File: config.mk
export PLATFORM = sky130hd
export DESIGN_NAME = seven_seg_decoder
export DESIGN_NICKNAME = d
export VERILOG_FILES = /design/src/rtl/seven_seg_decoder.sv
export SDC_FILE = /design/constraint.sdc
export NUM_CORES = 1
export LEC_CHECK = 0
export BUFFER_PORTS_ARGS = -buffer_cell sky130_fd_sc_hd__buf_4
export CAP_MARGIN = 20
export CORE_AREA = 4 4 41 43
export DETAILED_ROUTE_END_ITERATION = 7
export DIE_AREA = 0 0 45 47
export PLACE_DENSITY = 0.65
export SYNTH_ARGS = -nofsm -noshare
export SYNTH_HDL_FRONTEND = slang
export SYNTH_SLANG_ARGS = --single-unit
File: constraint.sdc
create_clock -name clk -period 0.8 [get_ports clk]
set_input_delay 0.08 -clock clk [delete_from_list [all_inputs] [get_ports clk]]
set_output_delay 0.08 -clock clk [all_outputs]
set_load 0.005 [all_outputs]
File: src/rtl/seven_seg_decoder.sv
// Hex nibble to seven-segment decoder for one display digit.
// The output is optionally registered and can be set to either drive polarity.
module seven_seg_decoder #(
  parameter int ACTIVE_LOW = 1,
  parameter int REGISTERED = 1
) (
  input  logic       clk,
  input  logic       rst,
  input  logic [3:0] a,
  output logic [6:0] result
);

  // Glyphs in active-low gfedcba form. An X/Z nibble matches no item and falls to blank.
  function automatic logic [6:0] glyph_al(input logic [3:0] nib);
    logic [6:0] seg;
    case (nib)
      4'h0:    seg = 7'h40;
      4'h1:    seg = 7'h79;
      4'h2:    seg = 7'h24;
      4'h3:    seg = 7'h30;
      4'h4:    seg = 7'h19;
      4'h5:    seg = 7'h12;
      4'h6:    seg = 7'h02;
      4'h7:    seg = 7'h78;
      4'h8:    seg = 7'h00;
      4'h9:    seg = 7'h10;
      4'hA:    seg = 7'h08;
      4'hB:    seg = 7'h03;
      4'hC:    seg = 7'h46;
      4'hD:    seg = 7'h21;
      4'hE:    seg = 7'h06;
      4'hF:    seg = 7'h0E;
      default: seg = 7'h7F;
    endcase
    return seg;
  endfunction

  function automatic logic [6:0] apply_polarity(input logic [6:0] seg_al);
    return (ACTIVE_LOW != 0) ? seg_al : ~seg_al;
  endfunction

  logic [6:0] w_seg;
  assign w_seg = apply_polarity(glyph_al(a));

  generate
    if (REGISTERED != 0) begin : g_reg
      localparam logic [6:0] BLANK = (ACTIVE_LOW != 0) ? 7'h7F : 7'h00;
      logic [6:0] r_result;

      // Output stage: one cycle of latency, blanked asynchronously by reset
      always_ff @(posedge clk or posedge rst) begin
        if (rst) r_result <= BLANK;
        else     r_result <= w_seg;
      end

      assign result = r_result;
    end else begin : g_comb
      logic w_unused;
      assign w_unused = clk ^ rst;
      assign result   = w_seg;
    end
  endgenerate

endmodule

# Yosys cells after proc, flatten, opt, wreduce, memory -nomap -nowiden
# Memory sizes are Yosys's and may differ from the RTL's. A register that Yosys moved wholly into a read port is not among the register bits.
# Cells that the tools add are included.
dict set report word_totals {
  input_bits 6
  reg_bits 0
  mem_bits_ro 112
  output_inout_bits 7
  mem_count 1
  elab_cells 1
}
# name words word_bits read_ports rd_ports_with_merged_regs wr line_no
set mem_list {}
lappend mem_list {{(name not given)} 16 7 1 1 0 16} ;# case (nib)

# Logic depth before layout (Yosys ltp)
# Gate-level depths: netlist of the first run.
dict set report logic_depth {
  word_depth 0
  depth_mapped 5
  ltp_nobuf 5
}

# Worst setup path before layout of the first run
# Ideal clock, no wire load.
dict set report synth_path {
  path_type {input-to-reg}
  from {input port a[1]}
  to {register g_reg.r_result[0] (netlist: result[0])}
  arrival_ns 0.986
  path_stages 5
  required_time_ns 0.721
  n_path_buf 0
  setup_time_ns 0.079
  setup_slack_ns -0.265
  cell_sequence {inv_1 ha_1 and2b_2 or3b_1 o21ai_0}
}
# item line_no
set synth_lines {}
lappend synth_lines {{start: declaration} 9} ;# input logic [3:0] a,
lappend synth_lines {{end: declaration} 48} ;# logic [6:0] r_result;

# Worst setup path after layout of the first run
dict set report layout_path {
  from {register g_reg.r_result[6] (netlist: result[6])}
  to {output port result[6]}
}
# item line_no
set layout_lines {}
lappend layout_lines {{end: declaration} 10} ;# output logic [6:0] result
# No word-level cell between the ends.

==> flow_metrics.env, run 1 <==
export IMPL_status="complete, but fails checks"
export IMPL_violations="setup timing"
export IMPL_cts_path_max_buffers=2
export IMPL_pwr_share_comb_pct=29.4
export IMPL_ys_seq_elements=7
export IMPL_p_clk_share_pct=29.5
export IMPL_power_share_sequential_pct=41.1
export IMPL_antenna_found_initial=0
export IMPL_pre_cts_slack_ns=-0.322
export IMPL_power_density_nw_per_um2=1330
export IMPL_hold_class="primary input to flop"
export IMPL_die_x_um=45
export IMPL_internal_power_w=0.000786
export IMPL_power_leakage_nw=0.367
export IMPL_power_w=0.00103
export IMPL_htreeDepth=1
export IMPL_drt_antenna_violating_nets=0
export IMPL_area_growth_pct=67.0
export IMPL_cts_buffers=3
export IMPL_routed_wl_um=861
export IMPL_fin_tns_setup_ns=-0.897
export IMPL_globalRoute_totalOverflow=0
export IMPL_crit_buf_inv=1
export IMPL_grt_first_pass_wirelength_um=1440
export IMPL_crit_family="flip-flops"
export IMPL_firstDrtPassIters=2
export IMPL_io_buffer_count=12
export IMPL_final_core_util_pct=59.4
export IMPL_syn_area_um2=463
export IMPL_cp_max_fo=1
export IMPL_crit_arrival_ns=0.85
export IMPL_netSwitchingFraction_pct=23.7
export IMPL_vias_per_cell=4.43
export IMPL_antenna_cells_inserted=0
export IMPL_synth_adder_area_share_pct=18.9
export IMPL_muxShareOfSynthArea_pct=16.8
export IMPL_crit_path_end_kind="output port"
export IMPL_startpoint_type="flop"
export IMPL_io_pins=13
export IMPL_worstMarginPinSlew_ns=0.230
export IMPL_cts_num_sinks=7
export IMPL_critical_path_class="flop to output port"
export IMPL_wl_per_cell_um=10.6
export IMPL_rows=13
export IMPL_drive_gt1_share_pct=63.6
export IMPL_core_area_um2=1300
export IMPL_drv_cap=0
export IMPL_final_setup_worst_slack_ns=-0.131
export IMPL_synth_xor_area_share_pct=0
export IMPL_ys_seq_area_share_pct=39.7
export IMPL_ys_types=16
export IMPL_grt_max_degree=12
export IMPL_synthSimpleGateAreaFrac_pct=8.65
export IMPL_power_switching_w=0.000244
export IMPL_vdd_drop_max_mv=0.564
export IMPL_holdWs_ns=0.0639
export IMPL_slowest_stage="dfstp_2"
export IMPL_fin_nets=80
export IMPL_syn_nets=53
export IMPL_cp_required_ns=0.72
export IMPL_setup_viol=8
export IMPL_synth_area_per_cell_um2=11.6
export IMPL_rsz0062_at_grt="yes"
export IMPL_largest_register_ffs=7
export IMPL_netlist_instances=40
export IMPL_fmax_mhz=1070
export IMPL_dp_hpwl_um=731
export IMPL_root_buffer="clkbuf_4"
export IMPL_hold_viol=0
export IMPL_path_clk_slew_ns=0.05
export IMPL_grtUsageTotal_pct=9.87
export IMPL_dieArea_um2=2120
export IMPL_crit_chain="buf_6"
export IMPL_synth_warning_count=0
export IMPL_synth_top_family_by_area="adder cells"
export IMPL_start_util_pct=35.6
export IMPL_synth_compound_area_share_pct=9.19
export IMPL_slowest_delay_ns=0.52
export IMPL_cts_tree="yes"
export IMPL_routabilityCongestion=0.629
export IMPL_drv_slew=0
export IMPL_period_minus_slack_ns=0.931
export IMPL_drcViolationCount=0
export IMPL_dieHeight_um=47
export IMPL_fill_cells=117
export IMPL_maxSlewHeadroom_pct=84.6
export IMPL_grt_pass1_vias=327
export IMPL_vias=359
export IMPL_drt_initial_drc_count=2
export IMPL_post_route_period_util_pct=116
## through the flow
step,std cells,area (um2)
global route,81,773
global placement,74,673
detailed placement,74,673
floorplan,40,513
finish,81,773
CTS,80,762
## cell families (layout without fill, tap and decap cells)
| group | count (synthesis) | count (layout) |
|---|---|---|
| and+or+nand+nor | 8 | 8 |
| DFF | 7 | 7 |
| AOI/OAI and AO/OA | 6 | 6 |
| adders and majority gates | 7 | 7 |
| buffers and inverters | 6 | 32 |
| muxes | 6 | 6 |
## Yosys cell counts (all sizes together)
cell type	instances	area share [%]
dfstp	7	40
ha	7	19
nor2	5	4.1
inv	4	3.2
mux2i	4	8.6
a22o	2	3.8
buf	2	3.5
o21ai	2	2.2
a21oi	1	1.1
a32o	1	2.2
and2b	1	1.9
mux2	1	2.4
mux4	1	5.7
nand2	1	0.81
or3b	1	1.9
## repair_timing
action / 4_1_cts / 5_1_grt
resized for setup: 12 / 1
endpoints found under the setup margin: 9 / 9
pin swaps: 0 / 0
hold buffers: 1 / 0
setup buffers: 1 / 1
hold endpoints to repair: 7 / 0
## cell type report
cell class	count	area, um2	share of cell area, %
tap	15	18.8	2.43
timing repair buffer	24	229	29.6
sequential	7	184	23.8
inverter	4	43.8	5.66
multi-input combinational	27	272	35.1
clock buffer	4	26.3	3.40
## metal layers
metal | up-vias | wire length [um] | part of all wire (%) | track usage (%)
met5 | - | 0 | 0 | 0
met4 | 0 | 0 | 0 | 5.26
met3 | 0 | 57 | 6.6 | 3.45
met2 | 11 | 473 | 55 | 17.5
met1 | 158 | 331 | 38 | 10.2
li1 | 190 | - | - | -
## cells in the final DEF, fill, tap and decap left out, drive strengths merged, types with 2 or more instances in the layout
cell	count
a22o	2
inv	4
clkbuf	4
buf	23
nor2	5
ha	7
o21ai	2
mux2i	4
dfstp	7
## worst paths after layout
kind	from	end	cells past startpoint
setup / recovery	result[6]	result[6]	1
hold / removal	a[2]	result[5]	2
max in group asynchronous	rst	result[2]	3
min in group asynchronous	rst	result[1]	3
## power by group through the flow
stage,Clock [W],Sequential [W],Combinational (W)
2_1_floorplan,0,0.000426,0.000123
3_3_place_gp,0,0.000420,0.000261
3_5_place_dp,0,0.000423,0.000265
4_1_cts,0.000316,0.000425,0.000301
5_1_grt,0.000344,0.000426,0.000331
6_report,0.000304,0.000423,0.000303
Note: power is estimated with default switching activity, not from simulation.
==> run 2, diff against run 1 <==
Settings changed: CTS_BUF_LIST set to sky130_fd_sc_hd__clkbuf_16, HOLD_SLACK_MARGIN set to 0.1.
==> run 2 against run 1 <==
Net effect: the flow still finishes with violations (setup timing); sequential power barely moved; maximum frequency up 1.8%; non-clock buffer count is the same; largest cell class unchanged; largest power group is now clock.
==> flow_metrics.env, run 2 (synthesis results as in run 1) <==
export IMPL_status="complete, but fails checks"
export IMPL_violations="setup timing"
export IMPL_cp_required_ns=0.72
export IMPL_cts_tree="yes"
export IMPL_io_buffer_count=12
export IMPL_globalRoute_totalOverflow=0
export IMPL_hold_class="primary input to flop"
export IMPL_period_minus_slack_ns=0.915
export IMPL_power_leakage_nw=0.406
export IMPL_routed_wl_um=1020
export IMPL_hold_viol=0
export IMPL_final_core_util_pct=65.0
export IMPL_grtUsageTotal_pct=11.3
export IMPL_worstMarginPinSlew_ns=0.233
export IMPL_drcViolationCount=0
export IMPL_cts_path_max_buffers=2
export IMPL_core_area_um2=1300
export IMPL_vias_per_cell=4.58
export IMPL_largest_register_ffs=7
export IMPL_dieArea_um2=2120
export IMPL_grt_max_degree=10
export IMPL_antenna_cells_inserted=0
export IMPL_fill_cells=102
export IMPL_cts_num_sinks=7
export IMPL_maxSlewHeadroom_pct=84.4
export IMPL_multi_input_area_um2=282
export IMPL_critical_path_class="flop to output port"
export IMPL_firstDrtPassIters=4
export IMPL_path_clk_slew_ns=0.03
export IMPL_startpoint_type="flop"
export IMPL_dieHeight_um=47
export IMPL_crit_chain="buf_6"
export IMPL_start_util_pct=35.6
export IMPL_dp_hpwl_um=731
export IMPL_crit_family="flip-flops"
export IMPL_layout_commonest_cell="buf_4"
export IMPL_crit_path_end_kind="output port"
export IMPL_fmax_mhz=1090
export IMPL_cp_max_fo=1
export IMPL_post_route_period_util_pct=114
export IMPL_vias=371
export IMPL_die_x_um=45
export IMPL_io_pins=13
export IMPL_grt_pass1_vias=345
export IMPL_root_buffer="clkbuf_16"
export IMPL_drive_gt1_share_pct=62.1
export IMPL_final_setup_worst_slack_ns=-0.115
export IMPL_rows=13
export IMPL_routabilityCongestion=0.629
export IMPL_slowest_delay_ns=0.52
export IMPL_rsz0062_at_grt="yes"
export IMPL_power_density_nw_per_um2=1860
export IMPL_placed_area_um2=673
export IMPL_antenna_found_initial=0
export IMPL_drt_antenna_violating_nets=0
export IMPL_wl_per_cell_um=12.6
export IMPL_drv_slew=0
export IMPL_cts_buffers=3
export IMPL_stdcell_area_um2=846
export IMPL_crit_arrival_ns=0.83
export IMPL_final_cell_mix="13 x buf_4, 7 x buf_6, 7 x dfstp_2"
export IMPL_crit_buf_inv=1
export IMPL_htreeDepth=1
export IMPL_drv_cap=0
export IMPL_slowest_stage="dfstp_2"
export IMPL_fin_nets=80
export IMPL_area_growth_pct=82.7
export IMPL_regArea_um2=184
export IMPL_grt_first_pass_wirelength_um=1590
export IMPL_setup_viol=8
export IMPL_drt_initial_drc_count=2
export IMPL_vdd_drop_max_mv=0.895
## run 2: area by class of cell
cell class / instances / area share, %
clock buffer: 3 / 8.88
clock inverter: 1 / 0.444
inverter: 4 / 5.18
multi-input combinational: 27 / 33.3
sequential: 7 / 21.7
tap: 15 / 2.22
timing repair buffer: 24 / 28.3
## run 2: path summary, 6_finish.rpt
check / cells past startpoint / start / to / slack, ns
max: 1 / result[3] / result[3] / -0.11
min: 3 / a[2] / result[4] / 0.13
max in group asynchronous: 3 / rst / result[4] / 0.22
min in group asynchronous: 3 / rst / result[3] / 0.56
## run 2: power breakdown
group	switching, W	leakage, nW	internal, W	total (W)
Clock	0.000182	0.0423	0.000649	0.000831
Sequential	0.0000141	0.0732	0.000410	0.000425
Combinational	0.000123	0.290	0.000193	0.000316
## run 2: timing repair
action                                  CTS  global route
hold buffers                              2             0
setup buffers                             0             1
endpoints found under the setup margin    9            11
pin swaps                                 0             1
gates resized for setup                  15             1
endpoints found under the hold margin    10             0
## run 2: per-layer routing
| metal | wire length, um | global-route usage, % |
|---|---|---|
| met1 | 372 | 11.6 |
| met3 | 75 | 3.45 |
| met2 | 546 | 19.2 |
| met4 | 28 | 8.77 |
| met5 | 0 | 0 |
## run 2: stage by stage
step                      setup slack, ns  setup TNS (ns)  hold WS (ns)  std cells  total power (W)
final                              -0.115          -0.859         0.131         81          0.00157
after global routing               -0.136           -1.04         0.147         81          0.00164
after CTS                          -0.125          -0.898         0.120         80          0.00158
after detailed placement           -0.322           -1.53         0.259         74         0.000688
after global placement             -0.325           -1.48         0.248         74         0.000680
after floorplan                    -0.119          -0.208         0.101         40         0.000549
==> run 3, diff against run 2 <==
Settings changed: CTS_BUF_LIST sky130_fd_sc_hd__clkbuf_16 to sky130_fd_sc_hd__clkbuf_4, SETUP_SLACK_MARGIN set to 0.2.
==> run 3 against run 2 <==
Net effect: critical path depth stayed put; the run still ends with setup timing left; power down 28%; largest power group is now sequential cells; maximum frequency decreased by 2.7%; global-route usage up 1.2 points.
==> flow_metrics.env, run 3 (synthesis results as in run 1) <==
export IMPL_layoutNonFillerInstCount=84
export IMPL_regArea_um2=184
export IMPL_htreeDepth=1
export IMPL_vias=411
export IMPL_rsz0062_at_grt="yes"
export IMPL_core_area_um2=1300
export IMPL_layout_commonest_cell="buf_6"
export IMPL_placed_area_um2=683
export IMPL_post_route_period_util_pct=118
export IMPL_cts_path_max_buffers=2
export IMPL_setup_viol=9
export IMPL_drive_gt1_share_pct=72.5
export IMPL_dp_hpwl_um=740
export IMPL_grt_max_degree=12
export IMPL_cp_depth=1
export IMPL_drv_cap=0
export IMPL_cts_buffers=3
export IMPL_fmax_mhz=1060
export IMPL_antenna_cells_inserted=0
export IMPL_io_pins=13
export IMPL_drv_slew=0
export IMPL_root_buffer="clkbuf_4"
export IMPL_period_minus_slack_ns=0.940
export IMPL_startpoint_type="flop"
export IMPL_cp_startpoint="result[3]"
export IMPL_slowest_stage="dfstp_2"
export IMPL_wl_per_cell_um=13.0
export IMPL_cts_num_sinks=7
export IMPL_vias_per_cell=4.89
export IMPL_slowest_delay_ns=0.52
export IMPL_vdd_drop_max_mv=0.568
export IMPL_maxSlewHeadroom_pct=90.6
export IMPL_area_growth_pct=90.8
export IMPL_globalRoute_totalOverflow=0
export IMPL_antenna_found_initial=0
export IMPL_io_buffer_count=12
export IMPL_crit_path_end_kind="output port"
export IMPL_cp_required_ns=0.72
export IMPL_fill_cells=95
export IMPL_rows=13
export IMPL_crit_buf_inv=1
export IMPL_grtUsageTotal_pct=12.5
export IMPL_dp_cells=75
export IMPL_status="complete, but fails checks"
export IMPL_stdcell_area_um2=883
export IMPL_endpoint="result[3]"
export IMPL_dieArea_um2=2120
export IMPL_power_leakage_nw=0.396
export IMPL_grt_first_pass_wirelength_um=1720
export IMPL_cp_max_fo=1
export IMPL_final_cell_mix="12 x buf_6, 11 x buf_4, 7 x dfstp_2"
export IMPL_drt_antenna_violating_nets=0
export IMPL_routed_wl_um=1090
export IMPL_crit_chain="buf_6"
export IMPL_hold_class="primary input to flop"
export IMPL_hold_viol=0
export IMPL_grt_pass1_vias=391
export IMPL_start_util_pct=35.6
export IMPL_multi_input_area_um2=313
export IMPL_cts_tree="yes"
export IMPL_crit_arrival_ns=0.86
export IMPL_crit_family="flip-flops"
export IMPL_violations="setup timing"
export IMPL_final_setup_worst_slack_ns=-0.140
export IMPL_die_x_um=45
export IMPL_hold_buffers=1
export IMPL_critical_path_class="flop to output port"
export IMPL_path_clk_slew_ns=0.05
export IMPL_dieHeight_um=47
export IMPL_worstMarginPinSlew_ns=0.137
export IMPL_firstDrtPassIters=4
export IMPL_power_density_nw_per_um2=1290
export IMPL_drt_initial_drc_count=8
export IMPL_drcViolationCount=0
export IMPL_largest_register_ffs=7
export IMPL_fin_nets=83
export IMPL_routabilityCongestion=0.689
-- run 3: cell types whose count changed in the layout (fill, tap and decap cells not counted), sizes merged --
cell,before,now
buf,22,26
inv,5,3
clkbuf,3,4
clkinvlp,0,1
dlymetal6s4s,1,0
-- run 3: worst min path at each step --
stage,endpoint,cells past startpoint,slack (ns),start
global placement,result[5],2,0.25,rst
detailed placement,result[6],2,0.26,rst
finish,result[4],2,0.06,a[2]
global route,result[4],2,0.06,a[2]
floorplan,result[0],1,0.10,rst
CTS,result[5],2,0.05,a[2]
-- run 3: area by class of cell --
type                    instances  area share, %
repair buffers                 27           32.6
clock buffers                   4           3.40
flip-flops and latches          7           20.8
inverters                       4           5.67
well taps                      15           2.12
multi-input cells              27           35.4
-- run 3: what timing repair did --
| item | CTS | global route |
|---|---|---|
| hold endpoints to repair | 10 | 3 |
| setup endpoints to repair | 14 | 21 |
| resized for setup | 21 | 7 |
| pin swaps | 4 | 8 |
| buffers inserted | 3 | 1 |
-- run 3: metal layers --
| layer | part of all wire [%] | wire [um] | track usage, % | up-vias |
|---|---|---|---|---|
| met5 | 0 | 0 | 0 | - |
| li1 | - | - | - | 196 |
| met2 | 57 | 621 | 22.0 | 22 |
| met3 | 7.6 | 83 | 2.68 | 6 |
| met1 | 30 | 322 | 10.9 | 187 |
| met4 | 5.5 | 60 | 14.6 | 0 |
-- run 3: per-stage QoR --
stage | total power [W] | TNS, ns | hold WS (ns) | setup WS, ns | utilization (%)
6_report | 0.00114 | -0.976 | 0.0622 | -0.140 | 67.9
5_1_grt | 0.00121 | -1.20 | 0.0618 | -0.174 | 67.9
4_1_cts | 0.00113 | -1.02 | 0.0504 | -0.156 | 65.3
3_5_place_dp | 0.000691 | -1.47 | 0.262 | -0.332 | 52.5
3_3_place_gp | 0.000685 | -1.37 | 0.248 | -0.314 | 52.5
2_1_floorplan | 0.000549 | -0.208 | 0.101 | -0.119 | -
-- run 3: power breakdown --
part           internal (W)  switching [W]  total [W]
Clock              0.000224       0.000122   0.000346
Sequential         0.000409      0.0000134   0.000423
Combinational      0.000228       0.000143   0.000370
Total              0.000861       0.000278    0.00114
